File: config.mk
export PLATFORM = sky130hd
export DESIGN_NAME = stack_unit_param
export DESIGN_NICKNAME = d
export VERILOG_FILES = /design/src/rtl/stack_unit_param.sv
export SDC_FILE = /design/constraint.sdc
export NUM_CORES = 2
export LEC_CHECK = 0
export CAP_MARGIN = 25
export CORE_UTILIZATION = 60
export CTS_CLUSTER_DIAMETER = 200
export DETAILED_ROUTE_END_ITERATION = 10
export PLACE_DENSITY = 0.75
export SETUP_SLACK_MARGIN = 0.15
export SKIP_LAST_GASP = 1
export SLEW_MARGIN = 40
export SYNTH_ARGS = -nofsm -noshare
export SYNTH_HDL_FRONTEND = slang
export SYNTH_SLANG_ARGS = --single-unit
File: constraint.sdc
create_clock -name system1000 -period 6.8 [get_ports system1000]
set_clock_uncertainty 0.15 [all_clocks]
set_input_delay 0.68 -clock system1000 [delete_from_list [all_inputs] [get_ports system1000]]
set_output_delay 0.68 -clock system1000 [all_outputs]
set_load 0.005 [all_outputs]
File: src/rtl/stack_unit_param.sv
// Parametrised hardware stack: array storage, entry count and registered top-of-stack.
// Ports: op_i/data_i/clear_i in; top_o, sp_o, empty_o, full_o, pop_valid_o, pop_data_o, overflow_o, underflow_o out.
module stack_unit_param #(
  parameter int DATA_WIDTH = 16,
  parameter int ADDR_WIDTH = 7
) (
  input  logic                  system1000,
  input  logic                  system1000_rstn,
  input  logic [1:0]            op_i,
  input  logic [DATA_WIDTH-1:0] data_i,
  input  logic                  clear_i,
  output logic [DATA_WIDTH-1:0] top_o,
  output logic [ADDR_WIDTH:0]   sp_o,
  output logic                  empty_o,
  output logic                  full_o,
  output logic                  pop_valid_o,
  output logic [DATA_WIDTH-1:0] pop_data_o,
  output logic                  overflow_o,
  output logic                  underflow_o
);

  localparam int DEPTH = 2 ** ADDR_WIDTH;
  localparam logic [ADDR_WIDTH:0] SpFull = (ADDR_WIDTH+1)'(DEPTH);

  logic [DATA_WIDTH-1:0] mem [DEPTH];
  logic [ADDR_WIDTH:0]   sp;
  logic [ADDR_WIDTH:0]   spM1;
  logic [ADDR_WIDTH:0]   spM2;
  logic [DATA_WIDTH-1:0] top;
  logic [DATA_WIDTH-1:0] popData;
  logic [DATA_WIDTH-1:0] below;
  logic                  popValid;
  logic                  overflow;
  logic                  underflow;
  logic                  isEmpty;
  logic                  isFull;
  logic                  doPush;
  logic                  doPop;
  logic                  doRep;
  logic                  pushErr;
  logic                  popErr;

  assign isEmpty = (sp == '0);
  assign isFull  = (sp == SpFull);
  assign spM1    = sp - 1'b1;
  assign spM2    = sp - 2'd2;

  // Entry just under the top; only meaningful when sp >= 2.
  assign below = mem[spM2[ADDR_WIDTH-1:0]];

  assign doPush  = (op_i == 2'b01) && !isFull;
  assign pushErr = (op_i == 2'b01) && isFull;
  assign doPop   = (op_i == 2'b10) && !isEmpty;
  assign doRep   = (op_i == 2'b11) && !isEmpty;
  assign popErr  = op_i[1] && isEmpty;

  // Old top spills into the array when a push lands on a non-empty stack.
  always_ff @(posedge system1000) begin
    if (!clear_i && doPush && !isEmpty) begin
      mem[spM1[ADDR_WIDTH-1:0]] <= top;
    end
  end

  always_ff @(posedge system1000 or negedge system1000_rstn) begin
    if (!system1000_rstn) begin
      sp        <= '0;
      top       <= '0;
      popData   <= '0;
      popValid  <= 1'b0;
      overflow  <= 1'b0;
      underflow <= 1'b0;
    end else if (clear_i) begin
      sp        <= '0;
      top       <= '0;
      popValid  <= 1'b0;
      overflow  <= 1'b0;
      underflow <= 1'b0;
    end else begin
      popValid <= 1'b0;
      unique case (1'b1)
        doPush: begin
          top <= data_i;
          sp  <= sp + 1'b1;
        end
        pushErr: overflow <= 1'b1;
        doPop: begin
          popData  <= top;
          popValid <= 1'b1;
          sp       <= spM1;
          top      <= (sp >= 2) ? below : '0;
        end
        doRep: begin
          popData  <= top;
          popValid <= 1'b1;
          top      <= data_i;
        end
        popErr:  underflow <= 1'b1;
        default: ;
      endcase
    end
  end

  assign top_o       = top;
  assign sp_o        = sp;
  assign empty_o     = isEmpty;
  assign full_o      = isFull;
  assign pop_valid_o = popValid;
  assign pop_data_o  = popData;
  assign overflow_o  = overflow;
  assign underflow_o = underflow;

endmodule

==> summary.txt <==
Floorplanning
  – Die area: 138000 um^2
  – I/O Pins: 66
  – Initial core utilization: 60.4%
  – Core area: 135000 um^2
  – # rows: 135
  – Die Ht: 371 um
  – Chip width: 371 um

Placement
  – Worst slack, placed: 1710 ps
  – DP Area: 85300 um^2
  – IO Port Bufs: 65
  – DP Wirelength: 116 mm
  – Routability cong.: 0.911

Global routing
  – Vias in the first global route: 41800
  – Grt total ovfl: 0
  – Largest net degree at the start of global routing: 137
  – Initial antenna violation count: 8
  – Total GRT Usage: 30.1%
  – First-pass GRT wire length: 293 mm

Layout
  – Area Growth Syn to Fin: 12.4%
  – Final #Nets: 4214
  – Share of layout cells above drive strength 1: 25.5%
  – Fin util: 67.8%
  – Design Area, Final: 91800 um^2

Synth
  – Post-Syn Area: 81700 um^2
  – Post-synthesis net count: 3961
  – Synth unique cells: 68
  – Most frequent cells after synthesis: edfxtp_1, mux4_2, nor2_1
  – Mean post-synth cell area: 20.8 um^2
  – Count leader, synth: edfxtp_1
  – Synth area leaders: edfxtp_1, mux4_2, mux2i_1
  – EDFF count, synth: 2048
  – Register bit count reported by yosys: 2091
  – Ys Warns: 0
  – Synth area leader: edfxtp_1
  – Seq/Total Area, Yosys: 76.6%
  – Post-Synthesis Cells: 3933
  – FFs w/ async S/R, synth: 2.06%
  – Synth top area share: 75.3%
  – Most common flop cell mapped by yosys: edfxtp_1

Timing
  – Slew headroom: 38.1%
  – Post-Route Setup TNS: 0 ps
  – Count of pins over their slew limit: 0
  – RSZ-0062 raised after global routing: no
  – Final setup margin: 1650 ps
  – Final Setup Violations: 0
  – Final Hold Fails: 0
  – Worst slew pin tran: 926 ps
  – Final Cycle Share: 75.7%
  – Achievable Freq: 194 MHz
  – Period minus WS final: 5150 ps

Routing
  – Drt total wl: 203 mm
  – Vias: 41900
  – Vias per std cell: 6.84
  – DRC viols: 0
  – WL per Instance: 33.1 um
  – Antenna-violating nets left: 0
  – Detailed Routing Iterations Pass 1: 6
  – Initial DRC Count: 6071

Setup path
  – CP endpoint kind: flop
  – Crit-path max FO: 45
  – Slowest cell delay on critical path: 980 ps
  – CP cell instances: inv_1 > ha_1 > buf_4 > inv_1 > buf_4 > nand2_1 > a211oi_1 > nor4_1 > a221oi_1 > a31oi_1
  – Worst EP required: 7340 ps
  – Slowest CP cell: dfrtp_4
  – CP Launch Type: flop
  – Crit path arrival time: 5690 ps
  – Worst r2r path cells: 10
  – Crit path kind: reg -> reg

Clock tree
  – Clock Tree Root: clkbuf_16
  – H-tree levels: 4
  – Number of CTS-inserted buffers: 199
  – Clk sink count: 2091
  – Worst-path clk slew: 60 ps
  – Worst-Skew Late Latency: 840 ps
  – CTS tree: done
  – CTS max path bufs: 3

Pwr
  – PwrDens: 406 nW/um^2
  – Leakage: 28.8 nW
  – Peak VDD IR: 0.000477 V

Hold path
  – Hold depth: 2
  – Worst min path class: in -> reg

Status
  – Status: complete, no violations

Job
  – Max Cap Viol: 0
[report_power, final]
part | internal [W] | switching [W]
Combinational | 0.00371 | 0.00711
Clock | 0.00598 | 0.00473
Sequential | 0.0153 | 0.000512
Total | 0.0249 | 0.0123
[per-stage QoR]
step	hold slack [ps]	instances	total power (W)
global route	140	6131	0.0383
finish	117	6132	0.0373
detailed placement	345	5759	0.0265
CTS	359	6125	0.0371
global placement	335	5750	0.0262
floorplan	234	3933	0.0223
[placed cells by master, fill, tap and decap left out, drive strengths merged, types with 63 or more instances in the layout]
| cell type | count |
|---|---|
| mux2i | 132 |
| and3 | 64 |
| nor2 | 177 |
| clkbuf | 249 |
| edfxtp | 2048 |
| clkdlybuf4s50 | 63 |
| nand3 | 136 |
| a211oi | 65 |
| mux4 | 448 |
| mux2 | 92 |
| clkinv | 85 |
| buf | 227 |
| nand2 | 161 |
[critical path: cells and delay by family, from the launching register on]
family,cells,cell delay (ps)
AO/OA/AOI/OAI,3,1360
buffers and inverters,4,1190
flip-flops,1,980
AND/OR/NAND/NOR,2,890
adder cells (fa/ha/maj),1,370
[state kept, by name, summed over array words and instances, names as in the netlist]
name         count
mem           2048
overflow_o       1
pop_data_o      16
pop_valid_o      1
sp_o             8
top_o           16
underflow_o      1
[repair_timing]
action / CTS / global route
gates resized for setup: 0 / 0
setup buffers: 0 / 0
endpoints found under the hold margin: 43 / 0
hold buffers: 1 / 0
[cell families after synthesis]
group           count (synthesis)  synth area share, %
mux                           672                 15.2
buf+inv                       248                 1.53
flops                        2091                 76.6
xor+xnor                       21                0.234
fa+ha+maj                       7                0.107
compound gates                298                 2.88
simple gates                  596                 3.39
[worst paths after layout]
| path | start | to | slack [ps] |
|---|---|---|---|
| max | sp_o[1] | top_o[2] | 1650 |
| min | clear_i | sp_o[0] | 120 |
| max reg2reg | sp_o[1] | top_o[2] | 1650 |
| min reg2reg | pop_data_o[13] | pop_data_o[13] | 350 |
| max in group asynchronous | system1000_rstn | top_o[6] | 5670 |
| min in group asynchronous | system1000_rstn | pop_data_o[15] | 300 |
[final cells by class]
cell class / instances / area [um^2]
well taps: 1781 / 2230
multi-input cells: 1594 / 18000
clock buffers: 248 / 5220
repair buffers: 292 / 2590
clock inverters: 117 / 1030
fillers: 8170 / 43500
diodes: 1 / 2.50
flip-flops and latches: 2091 / 62600
inverters: 8 / 30.0
[routing by layer]
layer / routed length, um / track usage, % / part of all wire, %
met1: 74400 / 42.4 / 37
met2: 95400 / 45.9 / 47
met3: 25400 / 7.99 / 12
met4: 7950 / 11.3 / 3.9
met5: 73 / 0 / 0.036
(Power assumes the default switching activity.)
